### config.mk
export PLATFORM = sky130hd
export DESIGN_NAME = spdif_frame_sequencer
export DESIGN_NICKNAME = d
export VERILOG_FILES = /design/src/rtl/spdif_frame_sequencer.sv
export SDC_FILE = /design/constraint.sdc
export NUM_CORES = 1
export LEC_CHECK = 0
export ABC_AREA = 1
export CORE_MARGIN = 2
export CORE_UTILIZATION = 55
export CTS_BUF_LIST = sky130_fd_sc_hd__clkbuf_8
export DETAILED_ROUTE_END_ITERATION = 8
export PLACE_DENSITY = 0.82
export SETUP_SLACK_MARGIN = 0.2
export SKIP_CTS_REPAIR_TIMING = 1
export SLEW_MARGIN = 10
export SYNTH_ARGS = -nofsm -noshare
export SYNTH_HDL_FRONTEND = slang
export SYNTH_SLANG_ARGS = --single-unit
### constraint.sdc
create_clock -name pin_i2s_bclk_pll -period 1.7 [get_ports pin_i2s_bclk_pll]
set_input_delay 0.34 -clock pin_i2s_bclk_pll [delete_from_list [all_inputs] [get_ports pin_i2s_bclk_pll]]
set_output_delay 0.34 -clock pin_i2s_bclk_pll [all_outputs]
set_load 0.03 [all_outputs]
### src/rtl/spdif_frame_sequencer.sv
// -----------------------------------------------------------------------------
// spdif_frame_sequencer
//
// Turns stereo PCM pairs from the I2S deserialiser into the ordered stream of
// S/PDIF subframes consumed by the BMC line encoder. It owns the 192-frame
// block counter, preamble choice (B/M/W), the V/U/C/P bits, and substitutes a
// muted frame (audio 0, V=1) when no sample pair is waiting.
//
// Optional feature: define SPDIF_SEQ_CSTAT_EN to drive C from CS_WORD for
// frames 0..31. Without it, C is always 0 and CS_WORD is ignored.
//
// Parameters:
//   SAMPLE_W  audio sample width (16..24), left-justified in the 24-bit field
//   CS_WORD   channel-status bits 0..31 (bits 32..191 are always 0)
//
// Ports:
//   pin_i2s_bclk_pll  clock, all logic on its rising edge
//   pin_creset        asynchronous active-low reset
//   enable            run request; low returns to IDLE on the next edge
//   smp_valid/ready   sample-pair handshake into the holding register
//   smp_left/right    left/right samples
//   enc_valid/ready   subframe handshake towards the BMC encoder
//   enc_pre           preamble: 00 B, 01 M, 10 W
//   enc_word          subframe time slots 4..31 {P,C,U,V,audio[23:0]}
//   frame_idx         frame number within the block, 0..191
//   underrun          one-cycle pulse when a muted frame is latched
// -----------------------------------------------------------------------------
module spdif_frame_sequencer #(
  parameter int          SAMPLE_W = 24,
  parameter logic [31:0] CS_WORD  = 32'h0000_0000
) (
  input  logic                pin_i2s_bclk_pll,
  input  logic                pin_creset,
  input  logic                enable,
  input  logic                smp_valid,
  output logic                smp_ready,
  input  logic [SAMPLE_W-1:0] smp_left,
  input  logic [SAMPLE_W-1:0] smp_right,
  output logic                enc_valid,
  input  logic                enc_ready,
  output logic [1:0]          enc_pre,
  output logic [27:0]         enc_word,
  output logic [7:0]          frame_idx,
  output logic                underrun
);

  typedef enum logic [1:0] {ST_IDLE, ST_LEFT, ST_RIGHT} state_e;

  localparam logic [1:0] PRE_B      = 2'b00;
  localparam logic [1:0] PRE_M      = 2'b01;
  localparam logic [1:0] PRE_W      = 2'b10;
  localparam logic [7:0] LAST_FRAME = 8'd191;

  // Assemble a subframe: audio left-justified, U=0, P gives even parity.
  function automatic logic [27:0] build_word(input logic [SAMPLE_W-1:0] smp,
                                             input logic v, input logic c);
    logic [23:0] audio;
    audio      = 24'(smp) << (24 - SAMPLE_W);
    build_word = {^{c, 1'b0, v, audio}, c, 1'b0, v, audio};
  endfunction

  state_e                state_q, state_d;
  logic                  hold_full_q, hold_full_d;
  logic [SAMPLE_W-1:0]   hold_l_q, hold_l_d;
  logic [SAMPLE_W-1:0]   hold_r_q, hold_r_d;
  logic                  smp_ready_q, smp_ready_d;
  logic                  enc_valid_q, enc_valid_d;
  logic [1:0]            enc_pre_q, enc_pre_d;
  logic [27:0]           enc_word_q, enc_word_d;
  logic [27:0]           right_word_q, right_word_d;
  logic [7:0]            frame_idx_q, frame_idx_d;
  logic                  underrun_q, underrun_d;

  logic                  xfer;
  logic                  capture;
  logic                  do_latch;
  logic                  consume;
  logic [7:0]            latch_idx;
  logic                  latch_c;
  logic [SAMPLE_W-1:0]   latch_l;
  logic [SAMPLE_W-1:0]   latch_r;

`ifndef SPDIF_SEQ_CSTAT_EN
  logic unused_cs_word;
  assign unused_cs_word = ^CS_WORD;
`endif

  // NOTE: every signal written here gets a default first, so no path leaves
  // it unassigned and no latch is inferred.
  always_comb begin
    state_d      = state_q;
    hold_full_d  = hold_full_q;
    hold_l_d     = hold_l_q;
    hold_r_d     = hold_r_q;
    enc_valid_d  = enc_valid_q;
    enc_pre_d    = enc_pre_q;
    enc_word_d   = enc_word_q;
    right_word_d = right_word_q;
    frame_idx_d  = frame_idx_q;
    underrun_d   = 1'b0;
    do_latch     = 1'b0;
    latch_idx    = 8'd0;

    xfer    = enc_valid_q & enc_ready;
    capture = smp_valid & smp_ready_q;

    if (!enable) begin
      // Dropping enable abandons any pending subframe; the held pair stays.
      state_d     = ST_IDLE;
      enc_valid_d = 1'b0;
      frame_idx_d = 8'd0;
    end else begin
      case (state_q)
        ST_IDLE: begin
          do_latch  = 1'b1;
          latch_idx = 8'd0;
        end
        ST_LEFT: begin
          if (xfer) begin
            state_d    = ST_RIGHT;
            enc_pre_d  = PRE_W;
            enc_word_d = right_word_q;
          end
        end
        ST_RIGHT: begin
          if (xfer) begin
            do_latch  = 1'b1;
            latch_idx = (frame_idx_q == LAST_FRAME) ? 8'd0 : frame_idx_q + 8'd1;
          end
        end
        default: state_d = ST_IDLE;
      endcase
    end

`ifdef SPDIF_SEQ_CSTAT_EN
    latch_c = (latch_idx < 8'd32) ? CS_WORD[latch_idx[4:0]] : 1'b0;
`else
    latch_c = 1'b0;
`endif

    // A pair captured this same cycle is not visible yet; it serves the next frame.
    consume = do_latch & hold_full_q;
    latch_l = hold_full_q ? hold_l_q : '0;
    latch_r = hold_full_q ? hold_r_q : '0;

    if (do_latch) begin
      state_d      = ST_LEFT;
      enc_valid_d  = 1'b1;
      frame_idx_d  = latch_idx;
      enc_pre_d    = (latch_idx == 8'd0) ? PRE_B : PRE_M;
      enc_word_d   = build_word(latch_l, ~hold_full_q, latch_c);
      right_word_d = build_word(latch_r, ~hold_full_q, latch_c);
      underrun_d   = ~hold_full_q;
    end

    if (capture) begin
      hold_l_d = smp_left;
      hold_r_d = smp_right;
    end
    hold_full_d = (hold_full_q & ~consume) | capture;
    smp_ready_d = ~hold_full_d;
  end

  // NOTE: state registers use non-blocking assignments so every flop samples
  // the pre-edge values, independent of statement order.
  // NOTE: the holding data is reset too; it is small and keeps the outputs
  // deterministic from the first frame.
  always_ff @(posedge pin_i2s_bclk_pll or negedge pin_creset) begin
    if (!pin_creset) begin
      state_q      <= ST_IDLE;
      hold_full_q  <= 1'b0;
      hold_l_q     <= '0;
      hold_r_q     <= '0;
      smp_ready_q  <= 1'b1;
      enc_valid_q  <= 1'b0;
      enc_pre_q    <= PRE_B;
      enc_word_q   <= '0;
      right_word_q <= '0;
      frame_idx_q  <= 8'd0;
      underrun_q   <= 1'b0;
    end else begin
      state_q      <= state_d;
      hold_full_q  <= hold_full_d;
      hold_l_q     <= hold_l_d;
      hold_r_q     <= hold_r_d;
      smp_ready_q  <= smp_ready_d;
      enc_valid_q  <= enc_valid_d;
      enc_pre_q    <= enc_pre_d;
      enc_word_q   <= enc_word_d;
      right_word_q <= right_word_d;
      frame_idx_q  <= frame_idx_d;
      underrun_q   <= underrun_d;
    end
  end

  assign smp_ready = smp_ready_q;
  assign enc_valid = enc_valid_q;
  assign enc_pre   = enc_pre_q;
  assign enc_word  = enc_word_q;
  assign frame_idx = frame_idx_q;
  assign underrun  = underrun_q;

endmodule

Yosys cells after proc, flatten, opt, wreduce, memory -nomap -nowiden
Cells that the tools add are included.

Register bits: 118. Logic and storage cells: 62.

Muxes and demuxes: 26. Reduce and logical (&&, ||, !) cells: 10. $add $sub $neg: 1. Bitwise gates (word level): 8. Equality and inequality tests: 6.

Operators with widths (number): $mux 28 (4); $reduce_xor 27->1 (2); $mux 24 (2); $mux 8 (6); $mux 2 (6); $add 8x1->8 const B (1); $eq 8x8->1 const B (1); $logic_not 8->1 (1); $mux 1 (6); $reduce_bool 2->1 (3); $and 1x1->1 (4); $ne 4x4->1 const B (1); $pmux 2 s2 (1); $ne 3x2->1 const B (1); $not 1->1 (3); $reduce_and 3->1 (1); $eq 2x1->1 const B (1); $eq 2x2->1 const B (1); $logic_not 2->1 (1); $ne 2x1->1 const B (1); $pmux 1 s2 (1); $reduce_and 2->1 (1); $reduce_or 2->1 (1); $or 1x1->1 (1).

Depth between registers and ports, before layout
Depth in word-level cells: 9. Mapped depth: 16. Gate-level depth less buffers: 14.

Worst setup path before layout
OpenSTA, ideal clock, no wires.

Kind: flip-flop to flip-flop. Start point: register frame_idx_q[1] (netlist: frame_idx[1]). End point: register enc_pre_q[0] (netlist: enc_pre[0]). Path slack: -60 ps. Required time: 1573 ps. Setup time: 127 ps. Clock period less this slack: 1760 ps. Buffers on the path: 0. Arrival time: 1633 ps. Cell stages (with the launch flop): 10. Cells stage by stage: dfrtp_1 > ha_1 > nand3_1 > nor2_1 > nand2_1 > nor3_1 > nor2_1 > nand3_1 > nand4_1 > nand3b_1.

Longest elaborated chain between the ends: 8. Elaborated cells between the ends (all ways): 9. Classes of those cells: add/sub: 1; eq/ne: 1; mux: 6; reduce/logical: 1.

RTL lines: start: declaration (RTL line 71) `logic [7:0] frame_idx_q, frame_idx_d;`; start signal: assignment (RTL line 191) `frame_idx_q <= frame_idx_d;`; $add 8x1->8 or $eq 8x8->1 (tied branches) (RTL line 128) `latch_idx = (frame_idx_q == LAST_FRAME) ? 8'd0 : frame_idx_q + 8'd1;`; $mux 8 * (RTL line 128); $mux 8 * (RTL line 126) `if (xfer) begin`; $mux 8 * (RTL line 113) `case (state_q)`; $mux 8 * (RTL line 107) `if (!enable) begin`; $logic_not 8->1 * (RTL line 150) `enc_pre_d = (latch_idx == 8'd0) ? PRE_B : PRE_M;`; $mux 1 * (RTL line 150); $mux 2 * (RTL line 146) `if (do_latch) begin`; end signal: assignment (RTL line 188) `enc_pre_q <= enc_pre_d;`; end: declaration (RTL line 68) `logic [1:0] enc_pre_q, enc_pre_d;`.

Mark *: on every way between the ends. The rest lies on a longest branch, timed or not. A chain may end at the register's enable or synchronous reset.

Final worst setup path
Start point: register hold_full_q. End point: register right_word_q[27].

Longest elaborated chain between the ends: 2. Elaborated cells between the ends (all ways): 3. Classes of those cells: mux: 1; bitwise: 1; reduce/logical: 1.

RTL lines: start: declaration (RTL line 63) `logic hold_full_q, hold_full_d;`; start signal: assignment (RTL line 183) `hold_full_q <= hold_full_d;`; $mux 24 or $not 1->1 (tied branches) (RTL line 144, 152); $reduce_xor 27->1 * (RTL line 59) `build_word = {^{c, 1'b0, v, audio}, c, 1'b0, v, audio};`; end signal: assignment (RTL line 190) `right_word_q <= right_word_d;`; end: declaration (RTL line 70) `logic [27:0] right_word_q, right_word_d;`.

Marked as above.

==> tab_implementation.tex <==
\begin{tabular}{lr}
\hline
Metric & Value \\
\hline
\multicolumn{2}{l}{\textbf{Yosys}} \\
Avg Inst Size Synth & 8.37 um\^{}2 \\
Synthesized area & 5680 um\^{}2 \\
Flip-flop and latch count after synthesis & 116 \\
Seq/Total Area, Yosys & 51.1\% \\
Yosys top cell by area & dfrtp\_1 \\
Count of flip-flops with a built-in enable after synthesis & 0 \\
Top area cells in the synthesized netlist & dfrtp\_1, nand2\_1, mux2\_2 \\
Mapped Cells & 679 \\
Most used DFF post-synth & dfrtp\_1 \\
Cell variety after synth & 29 \\
Number of warnings printed during yosys synthesis & 0 \\
Post-synth top area share & 50.6\% \\
Async SR Flop Fraction & 100\% \\
\multicolumn{2}{l}{\textbf{Layout}} \\
Diodes inserted & 0 \\
Final standard cell area without fillers & 7600 um\^{}2 \\
Share of layout cells above drive strength 1 & 20.4\% \\
Number of nets in the layout & 849 \\
Sequential cell area in the final layout & 2910 um\^{}2 \\
Footprint of the multi-input gates & 2500 um\^{}2 \\
Layout-stage area growth over the synthesis result & 33.7\% \\
End-of-flow core utilization & 74.6\% \\
FILL cells & 700 \\
\multicolumn{2}{l}{\textbf{STA}} \\
Max Clock Freq & 0.555 GHz \\
Setup repair after global routing missed its margin & yes \\
Count of final max-slew check failures & 0 \\
Sum of negative setup slack & -156 ps \\
Period Utilization, post-route & 106\% \\
Worst-case clock skew & 11.0 ps \\
Final hold slack & 329 ps \\
Setup WS post-layout & -103 ps \\
Final number of hold-violating endpoints & 0 \\
Clock period minus worst slack & 1800 ps \\
\# setup viols final & 2 \\
\multicolumn{2}{l}{\textbf{Pwr}} \\
Pwr dens & 2100 nW/um\^{}2 \\
VDD IR max & 1.37 mV \\
Static Leak & 0.00393 uW \\
PnR Total Power & 15900 uW \\
\multicolumn{2}{l}{\textbf{Floorplanning}} \\
\# rows & 37 \\
Num ports & 94 \\
Area enclosed by the die boundary & 11200 um\^{}2 \\
Vertical die dimension & 106 um \\
Starting utilization of the core area & 55.8\% \\
Placeable Area & 10200 um\^{}2 \\
X dimension of the die & 106 um \\
\multicolumn{2}{l}{\textbf{GRT}} \\
Antenna violations before repair & 1 \\
Total global routing track utilization & 26.8\% \\
Overall overflow remaining after global route & 0 \\
Vias in the first global route & 5073 \\
Largest net degree at the start of global routing & 57 \\
Global-route wire length before repair & 23600 um \\
\multicolumn{2}{l}{\textbf{Setup path}} \\
Critical path endpoint category & flip-flop \\
Top fanout value on the critical path & 31 \\
CP bufs+invs & 1 \\
Worst Path Class, Setup & flip-flop to flip-flop \\
Highest cell delay on the worst timing path & 440 ps \\
Reg-to-reg critical path endpoint & right\_word\_q[27] \\
Kind of cell adding the most delay to the critical path & simple AND/OR/NAND/NOR gates \\
Type of origin of the critical path & flip-flop \\
Cell type with the highest occurrence count on the critical path & nand2\_1 \\
Critical-path cell with the highest stage delay & dfrtp\_2 \\
Crit path cell chain & buf\_12, nand2\_1, or2\_1, nand2\_1, nand2\_1, nand2\_2, xnor2\_1, nand2\_1, nand2\_1, nand2\_1, nand3\_1, nand2\_1 \\
Worst path arrival time & 2140 ps \\
Critical path data required time & 2030 ps \\
Worst Reg-to-Reg Cells & 12 \\
Reg2reg start & hold\_full\_q \\
Worst reg2reg setup slack & -100 ps \\
\multicolumn{2}{l}{\textbf{Placed design}} \\
RD Place Congestion & 0.872 \\
Post-DP HPWL & 10100 um \\
Area post-placement & 6950 um\^{}2 \\
Port-buffer cells & 91 \\
\multicolumn{2}{l}{\textbf{Status}} \\
Run status & finished, violations left \\
Violations in the final reports & negative setup slack \\
\multicolumn{2}{l}{\textbf{Drt}} \\
Via density per instance & 5.50 \\
Antenna Nets Post-Route & 0 \\
Average wire length per cell after detail routing & 16.3 um \\
Total wire length after detailed routing & 15300 um \\
Number of design rule violations left after detail routing & 0 \\
Count of vias placed by the detailed router & 5183 \\
First-pass DRT Iterations & 7 \\
Number of violations reported at the end of detailed-routing iteration 0 & 410 \\
\multicolumn{2}{l}{\textbf{Clock tree}} \\
Source-to-sink clock delay at the later pin of the worst-skew pair & 440 ps \\
Clock-pin slew reported for the worst setup and hold paths after clock tree synthesis & 70 ps \\
Buffer depth of the longest clock path & 2 \\
CTS tree & yes \\
Clock root buffer & clkbuf\_8 \\
TritonCTS Buffers & 17 \\
Total clock sinks & 116 \\
Maximum level of the CTS H-tree & 4 \\
\multicolumn{2}{l}{\textbf{Job}} \\
Max\_cap viols & 0 \\
\multicolumn{2}{l}{\textbf{Min path}} \\
Path class of the lowest-slack min-delay path & primary input to async pin \\
\hline
\end{tabular}
==> per-layer routing <==
layer	wire length [um]	up-vias	track usage (%)
li1	-	2429	-
met2	7940	240	46.5
met4	422	0	9.02
met3	1060	46	5.57
met5	0	-	0
met1	5910	2468	33.3
==> worst max-delay path by stage <==
stage                            start                to  cells past startpoint
after detailed placement     enc_ready        enc_pre[0]                     11
after global placement          enable        enc_pre[0]                      9
after CTS                    smp_ready         smp_ready                      1
after global routing       hold_full_q  right_word_q[27]                     12
after floorplan           frame_idx[0]        enc_pre[0]                      9
final                      hold_full_q  right_word_q[27]                     12
==> registers in the layout, indices dropped and copies added, names as in the netlist <==
register,flops
hold_l_q,24
state_q,2
right_word_q,26
enc_pre,2
hold_full_q,1
hold_r_q,24
enc_valid,1
frame_idx,8
smp_ready,1
underrun,1
enc_word,26
==> cell usage in the layout (no fill, tap or decap), types with 3 or more instances in the layout <==
cell / Yosys / final
a21oi_1: 24 / 24
a31oi_1: 24 / 23
buf_12: 0 / 11
buf_4: 3 / 22
clkbuf_16: 0 / 3
clkbuf_2: 0 / 11
clkbuf_8: 0 / 19
clkdlybuf4s50_1: 0 / 51
clkinv_2: 0 / 5
clkinvlp_4: 0 / 3
dfrtp_1: 115 / 109
dfrtp_2: 0 / 6
dlymetal6s2s_1: 0 / 27
inv_1: 53 / 55
inv_2: 9 / 8
mux2_2: 29 / 29
nand2_1: 185 / 174
nand2_2: 14 / 24
nand3_1: 44 / 41
nand3b_1: 5 / 5
nand4_1: 7 / 7
nor2_1: 70 / 65
nor2_4: 0 / 3
o21ai_0: 37 / 30
o21ai_1: 6 / 13
o21ai_2: 3 / 3
xnor2_1: 8 / 8
xor2_1: 5 / 4
==> cell usage after synthesis (all sizes together), types with 2 or more instances <==
master / n
nor3: 3
mux2: 29
nand3b: 5
clkbuf: 8
a31oi: 24
o31ai: 2
a21oi: 24
nor2: 70
nand3: 44
buf: 24
xnor2: 8
nand4: 7
inv: 62
xor2: 5
o21ai: 46
nand2: 199
dfrtp: 115
==> logic make-up after synthesis <==
kind of cell,synth area share [%]
multiplexers,5.75
adder cells (fa/ha/maj),0.220
buffers and inverters,7.51
flip-flops,51.1
AND/OR/NAND/NOR,24.1
other,0.0660
AO/OA/AOI/OAI,9.27
XOR/XNOR,2.00
==> where the power goes <==
group,switching (uW),internal (uW)
logic,5120,3400
clock network,1100,1340
registers,978,4000
==> worst register-to-register path, stage by stage (launching register included) <==
cell     delay [ps]
dfrtp_2         440
buf_12          200
nand2_1         100
or2_1           220
nand2_1          60
nand2_1          70
nand2_2         130
xnor2_1         150
nand2_1         100
nand2_1          80
nand2_1          50
nand3_1          60
nand2_1          50
==> layout make-up <==
class	count	area share, %
repair buffers	128	18.4
inverters	62	3.13
clock inverters	12	1.52
flip-flops and latches	116	38.3
multi-input cells	470	32.9
well taps	136	2.24
clock buffers	19	3.44
==> metrics by stage <==
step                      std cells  setup WS [ps]
after floorplan                 680            122
after global placement          904           -147
after detailed placement        904           -172
after CTS                       935           -331
after global routing            943           -198
final                           943           -103
Power figures use the tool's default switching activity.
